$ cat config.mk
export PLATFORM = sky130hd
export DESIGN_NAME = mc_ctrl
export DESIGN_NICKNAME = d
export VERILOG_FILES = /design/src/rtl/mc_ctrl.sv
export SDC_FILE = /design/constraint.sdc
export NUM_CORES = 1
export LEC_CHECK = 0
export BUFFER_PORTS_ARGS = -buffer_cell sky130_fd_sc_hd__buf_4
export CAP_MARGIN = 20
export CORE_AREA = 10 10 90 77
export DETAILED_ROUTE_END_ITERATION = 10
export DIE_AREA = 0 0 100 87
export PLACE_DENSITY = 0.8
export SKIP_LAST_GASP = 1
export SLEW_MARGIN = 5
export SYNTH_ARGS = -nofsm -noshare
export SYNTH_HDL_FRONTEND = slang
export SYNTH_SLANG_ARGS = --single-unit
export TNS_END_PERCENT = 20
$ cat constraint.sdc
create_clock -name clk -period 4.9 [get_ports clk]
set_clock_uncertainty 0.15 [all_clocks]
set_input_delay 0 -clock clk [delete_from_list [all_inputs] [get_ports clk]]
set_output_delay 0 -clock clk [all_outputs]
set_load 0.02 [all_outputs]
$ cat src/rtl/mc_ctrl.sv
// mc_ctrl: multi-cycle control FSM for the MIPS datapath.
// Walks one instruction through FETCH/DECODE/EXEC/MEM/WB and drives the
// datapath's enables, mux selects and ALU/NPC/extend opcodes.
// Keeps a retired-instruction counter.
//
// Ports:
//   clk        rising-edge clock
//   reset      asynchronous, active-low reset
//   opcode     IR[31:26], stable from DECODE until retire
//   funct      IR[5:0], same stability as opcode
//   zero       ALU result == 0, valid in EXEC
//   pc_write   PC load enable
//   ir_write   IR load enable
//   reg_write  GRF write enable
//   mem_write  DM write enable
//   alu_src    ALU B select: 0 = rt, 1 = extended imm
//   reg_dst    dest select: 00 = rt, 01 = rd, 10 = $31
//   mem_to_reg WB select: 000 = ALU, 001 = DM, 010 = PC+4, 011 = {imm,16'b0}
//   alu_op     000 = add, 001 = sub, 010 = or
//   ext_op     0 = zero-extend, 1 = sign-extend
//   npc_op     00 = PC+4, 01 = branch, 10 = jal target, 11 = rs
//   state      FETCH = 0, DECODE = 1, EXEC = 2, MEM = 3, WB = 4
//   retire     high in the final cycle of each instruction
//   instr_cnt  retired-instruction count (wraps)
module mc_ctrl #(
  parameter int CNT_W = 32
) (
  input  logic             clk,
  input  logic             reset,
  input  logic [5:0]       opcode,
  input  logic [5:0]       funct,
  input  logic             zero,
  output logic             pc_write,
  output logic             ir_write,
  output logic             reg_write,
  output logic             mem_write,
  output logic             alu_src,
  output logic [1:0]       reg_dst,
  output logic [2:0]       mem_to_reg,
  output logic [2:0]       alu_op,
  output logic             ext_op,
  output logic [1:0]       npc_op,
  output logic [2:0]       state,
  output logic             retire,
  output logic [CNT_W-1:0] instr_cnt
);

  typedef enum logic [2:0] {
    S_FETCH  = 3'd0,
    S_DECODE = 3'd1,
    S_EXEC   = 3'd2,
    S_MEM    = 3'd3,
    S_WB     = 3'd4
  } state_t;

  typedef enum logic [3:0] {
    C_ILL, C_ADDU, C_SUBU, C_JR, C_ORI, C_LUI,
    C_LW, C_SW, C_BEQ, C_JAL, C_BNEZALC
  } cls_t;

  // One bundle for everything the FSM drives, so reset gating is one line.
  typedef struct packed {
    logic       pc_write;
    logic       ir_write;
    logic       reg_write;
    logic       mem_write;
    logic       alu_src;
    logic [1:0] reg_dst;
    logic [2:0] mem_to_reg;
    logic [2:0] alu_op;
    logic       ext_op;
    logic [1:0] npc_op;
    logic       retire;
  } ctrl_t;

  localparam logic [1:0] RD_RT = 2'b00, RD_RD = 2'b01, RD_RA = 2'b10;
  localparam logic [2:0] WB_ALU = 3'b000, WB_DM = 3'b001, WB_PC4 = 3'b010, WB_LUI = 3'b011;
  localparam logic [2:0] OP_ADD = 3'b000, OP_SUB = 3'b001, OP_OR = 3'b010;
  localparam logic [1:0] NPC_SEQ = 2'b00, NPC_BR = 2'b01, NPC_J = 2'b10, NPC_RS = 2'b11;

  state_t cur, nxt;
  cls_t   cls;
  ctrl_t  c;

  // instruction class decode
  always_comb begin
    cls = C_ILL;
    case (opcode)
      6'b000000: begin
        case (funct)
          6'b100001: cls = C_ADDU;
          6'b100011: cls = C_SUBU;
          6'b001000: cls = C_JR;
          default:   cls = C_ILL;
        endcase
      end
      6'b001101: cls = C_ORI;
      6'b001111: cls = C_LUI;
      6'b100011: cls = C_LW;
      6'b101011: cls = C_SW;
      6'b000100: cls = C_BEQ;
      6'b000011: cls = C_JAL;
      6'b011000: cls = C_BNEZALC;
      default:   cls = C_ILL;
    endcase
  end

  always_ff @(posedge clk or negedge reset) begin
    if (!reset) cur <= S_FETCH;
    else        cur <= nxt;
  end

  // next state + raw control (before reset gating)
  always_comb begin
    nxt = S_FETCH;
    c   = '0;
    case (cur)
      S_FETCH: begin
        c.ir_write = 1'b1;
        c.pc_write = 1'b1;
        c.npc_op   = NPC_SEQ;
        nxt        = S_DECODE;
      end
      S_DECODE: begin
        case (cls)
          C_JAL: begin
            c.reg_write  = 1'b1;
            c.reg_dst    = RD_RA;
            c.mem_to_reg = WB_PC4;
            c.pc_write   = 1'b1;
            c.npc_op     = NPC_J;
            c.retire     = 1'b1;
            nxt          = S_FETCH;
          end
          C_JR: begin
            c.pc_write = 1'b1;
            c.npc_op   = NPC_RS;
            c.retire   = 1'b1;
            nxt        = S_FETCH;
          end
          C_ILL: begin
            c.retire = 1'b1;     // retired as a nop
            nxt      = S_FETCH;
          end
          default: nxt = S_EXEC;
        endcase
      end
      S_EXEC: begin
        case (cls)
          C_ADDU: begin
            c.alu_op = OP_ADD;
            nxt      = S_WB;
          end
          C_SUBU: begin
            c.alu_op = OP_SUB;
            nxt      = S_WB;
          end
          C_ORI: begin
            c.alu_src = 1'b1;
            c.ext_op  = 1'b0;
            c.alu_op  = OP_OR;
            nxt       = S_WB;
          end
          C_LUI: nxt = S_WB;
          C_LW, C_SW: begin
            c.alu_src = 1'b1;
            c.ext_op  = 1'b1;
            c.alu_op  = OP_ADD;
            nxt       = S_MEM;
          end
          C_BEQ: begin
            c.alu_op   = OP_SUB;
            c.npc_op   = NPC_BR;
            c.pc_write = zero;
            c.retire   = 1'b1;
            nxt        = S_FETCH;
          end
          C_BNEZALC: begin
            // rt - $0: branch and link only when rt != 0
            c.alu_op = OP_SUB;
            c.npc_op = NPC_BR;
            if (!zero) begin
              c.pc_write   = 1'b1;
              c.reg_write  = 1'b1;
              c.reg_dst    = RD_RA;
              c.mem_to_reg = WB_PC4;
            end
            c.retire = 1'b1;
            nxt      = S_FETCH;
          end
          default: nxt = S_FETCH;  // decode filters the rest; never reached
        endcase
      end
      S_MEM: begin
        if (cls == C_SW) begin
          c.mem_write = 1'b1;
          c.retire    = 1'b1;
          nxt         = S_FETCH;
        end else if (cls == C_LW) begin
          nxt = S_WB;
        end else begin
          nxt = S_FETCH;
        end
      end
      S_WB: begin
        c.reg_write = 1'b1;
        c.retire    = 1'b1;
        nxt         = S_FETCH;
        case (cls)
          C_ADDU, C_SUBU: begin c.reg_dst = RD_RD; c.mem_to_reg = WB_ALU; end
          C_ORI:          begin c.reg_dst = RD_RT; c.mem_to_reg = WB_ALU; end
          C_LUI:          begin c.reg_dst = RD_RT; c.mem_to_reg = WB_LUI; end
          C_LW:           begin c.reg_dst = RD_RT; c.mem_to_reg = WB_DM;  end
          default: begin
            c.reg_write = 1'b0;   // no class reaches WB otherwise
            c.retire    = 1'b0;
          end
        endcase
      end
      default: begin
        c   = '0;                 // encodings 5..7: recover quietly
        nxt = S_FETCH;
      end
    endcase
  end

  // Reset forces every output low combinationally, so a write in flight
  // drops in the same cycle reset falls.
  ctrl_t co;
  assign co = reset ? c : '0;

  assign pc_write   = co.pc_write;
  assign ir_write   = co.ir_write;
  assign reg_write  = co.reg_write;
  assign mem_write  = co.mem_write;
  assign alu_src    = co.alu_src;
  assign reg_dst    = co.reg_dst;
  assign mem_to_reg = co.mem_to_reg;
  assign alu_op     = co.alu_op;
  assign ext_op     = co.ext_op;
  assign npc_op     = co.npc_op;
  assign retire     = co.retire;
  assign state      = cur;

  always_ff @(posedge clk or negedge reset) begin
    if (!reset)       instr_cnt <= '0;
    else if (c.retire) instr_cnt <= instr_cnt + CNT_W'(1);
  end

endmodule

==> impl_metrics.py <==
metrics = {
    "die": {
        "dieArea_um2": 8700,
        "die_h_um": 87,
        "coreArea_um2": 5190,
        "die_x_um": 100,
        "io_pins": 67,
        "start_util_pct": 43.2,
        "rows": 24,
    },
    "global_route": {
        "grt_antenna_before_repair": 0,
        "grt_overflow": 0,
        "first_global_vias": 1916,
        "grt.total_usage_pct": 13.5,
        "grt_pass1_wl_um": 9730,
        "grt_max_degree": 46,
    },
    "setup_path": {
        "path_delay_family": "simple AND/OR/NAND/NOR gates",
        "ff2ff_setup_slack_ns": 2.31,
        "cp_slowest_stage_delay_ns": 0.50,
        "required_ns": 4.96,
        "r2r_cells": 8,
        "critPathKind": "reg -> reg",
        "r2r-end": "instr_cnt[31]",
        "reg2reg_from": "instr_cnt[6]",
        "cp-start-kind": "flip-flop",
        "crit_buf_inv": 0,
        "cp_data_arrival_time_ns": 2.65,
        "end_kind": "flip-flop",
        "critPathSlowestCell": "nor4_1",
        "crit_fanout": 6,
        "path_cells": "and4_1 -> nand4_1 -> nor4_1 -> and4_1 -> nand4_1 -> nor2_1 -> nor4b_2 -> xor2_1",
    },
    "logic_synthesis": {
        "syn_area_um2": 2240,
        "synth_edf_count": 0,
        "synthFlopType": "dfrtp_1",
        "synth_top_area_share_pct": 39.1,
        "yosys.area_share.adder_pct": 0.558,
        "synth-simple-area-share_pct": 29.6,
        "synthMuxAreaShare_pct": 0.502,
        "syn_area_per_cell_um2": 9.19,
        "yosys.area.top_type": "dfrtp_1",
        "synth-compound-area-share_pct": 11.6,
        "syn_inst": 244,
        "yosys.area_share.xor_xnor_pct": 13.6,
        "netlist_top_cells_count": "dfrtp_1, xor2_1, nor2_1",
        "async_flop_share_pct": 100,
        "ys_warn_count": 0,
        "synth_area_leaders": "dfrtp_1, xor2_1, nand3_1",
        "synth_top_family_by_area": "simple AND/OR/NAND/NOR gates",
        "ys_seq_area_share_pct": 39.1,
        "synth.most_common_cell": "dfrtp_1",
        "yosys.cell_types.count": 56,
        "ys_seq_elements": 35,
    },
    "timing": {
        "rsz0062_at_grt": "no",
        "period_share_pct": 52.8,
        "max_freq_ghz": 0.387,
        "period_minus_slack_ns": 2.59,
        "slew_headroom_pct": 57.6,
        "hold_violations": 0,
        "drv_slew": 0,
        "timing.hold.ws_ns": 0.0785,
        "timing.final.ws_setup_ns": 2.31,
        "setup_tns_ns": 0,
        "worst_slew_pin_slew_ns": 0.634,
        "setup_viol": 0,
    },
    "clock_network": {
        "cts_root_buf": "clkbuf_8",
        "cts_buffers": 5,
        "htreeDepth": 2,
        "cts_buffer_depth": 2,
        "cts_tree": "done",
        "clk_pin_slew_worst_paths_ns": 0.07,
        "cts_setup_buffers": 0,
        "clkSinkCount": 35,
        "insertion_delay_ns": 0.29,
    },
    "placement": {
        "dpl_worst_slack_ns": 2.30,
        "dpl-instance-area_um2": 2730,
        "dp_hpwl_um": 4590,
        "numPortBuffers": 64,
        "gp_congestion": 0.844,
    },
    "drt": {
        "wl_per_cell_um": 16.4,
        "drc": 0,
        "dr.pass1.iters": 5,
        "via_count": 2055,
        "ant_nets": 0,
        "vias_per_cell": 5.55,
        "first_iter_violations": 141,
        "wirelength_um": 6080,
    },
    "job": {
        "maxCapViolations": 0,
    },
    "layout": {
        "num_antenna_cells": 0,
        "fin_util_pct": 54.2,
        "syn_to_final_growth_pct": 25.6,
        "drive_gt1_share_pct": 26.6,
        "stdcell_area_um2": 2820,
        "num-nets-final": 322,
    },
    "power": {
        "power_density_nw_per_um2": 360,
        "seqPwrFrac_pct": 41.2,
        "p_leak_uw": 0.00133,
        "vdd_drop_max_v": 0.000264,
        "p_comb_share_pct": 39.9,
        "internal_power_uw": 601,
        "switchingPower_uw": 412,
        "p_clk_share_pct": 19.0,
        "netSwitchingFraction_pct": 40.7,
    },
    "status": {
        "outcome": "finished, final reports clean",
    },
    "worst_hold_path": {
        "hold_class": "in -> async",
    },
}
-- cell type report --
class / instances / area [µm²]
Tap cell: 65 / 81.3
Multi-Input combinational cell: 190 / 1260
Sequential cell: 35 / 876
Clock buffer: 6 / 72.6
Timing Repair Buffer: 65 / 490
Fill cell: 468 / 2380
Inverter: 9 / 36.3
-- logic make-up (layout without fill, tap and decap cells) --
| family | Yosys count | count (layout) |
|---|---|---|
| fa+ha+maj | 1 | 1 |
| other cells | 1 | 2 |
| xor+xnor | 34 | 34 |
| flops | 35 | 35 |
| mux | 1 | 1 |
| buf+inv | 20 | 80 |
| simple gates | 120 | 120 |
| compound gates | 32 | 32 |
-- repair_timing --
item	CTS	global route
resized for setup	0	0
hold endpoints to repair	35	0
hold buffers	1	0
-- metal layers --
| layer | track usage [%] | wire length [µm] | up-vias |
|---|---|---|---|
| li1 | - | - | 991 |
| met1 | 16.6 | 2590 | 991 |
| met2 | 22.5 | 3030 | 67 |
| met3 | 3.81 | 390 | 6 |
| met4 | 3.72 | 62 | 0 |
| met5 | 0 | 0 | - |
-- power groups by stage --
| stage | Clock [µW] | Combinational, µW | Sequential [µW] |
|---|---|---|---|
| 2_1_floorplan | 0 | 205 | 465 |
| 5_1_grt | 205 | 437 | 428 |
| 3_3_place_gp | 0 | 400 | 415 |
| 6_report | 192 | 404 | 417 |
| 3_5_place_dp | 0 | 406 | 421 |
| 4_1_cts | 195 | 410 | 416 |
-- cell usage in the layout (no fill, tap or decap), types with 2 or more instances in the layout --
cell / count
o21a_1: 2
nor3b_1: 2
a31oi_1: 3
xnor2_1: 7
a21boi_0: 3
or3_1: 2
o31ai_1: 2
o21ai_0: 3
nor2_1: 22
nand2b_1: 5
nand3_1: 17
nand3b_1: 2
xor2_1: 26
nor4b_1: 4
conb_1: 2
a21oi_1: 5
nor4_1: 7
and4_1: 2
buf_4: 64
nand4_1: 6
clkbuf_8: 5
nand2_1: 20
nor2b_1: 4
and3_1: 3
dfrtp_1: 35
inv_1: 8
o32ai_1: 2
nor3_1: 14
-- state kept, by name (all words and copies together), names as in the netlist --
signal,cells
instr_cnt,32
state,3
-- through the flow --
step	std cells	power, µW
after floorplan	245	671
after global placement	363	815
after detailed placement	363	827
after CTS	370	1020
after global routing	370	1070
final	370	1010
-- how the worst max path moves through the flow --
stage / slack [ns] / end / depth (start not counted) / startpoint
after global routing: 2.00 / instr_cnt[31] / 8 / instr_cnt[6]
after floorplan: 2.44 / instr_cnt[31] / 8 / instr_cnt[6]
final: 2.31 / instr_cnt[31] / 8 / instr_cnt[6]
after global placement: 2.42 / instr_cnt[19] / 9 / opcode[1]
after CTS: 2.30 / instr_cnt[31] / 8 / instr_cnt[6]
after detailed placement: 2.30 / instr_cnt[31] / 8 / instr_cnt[6]
Power figures use the tool's default switching activity.
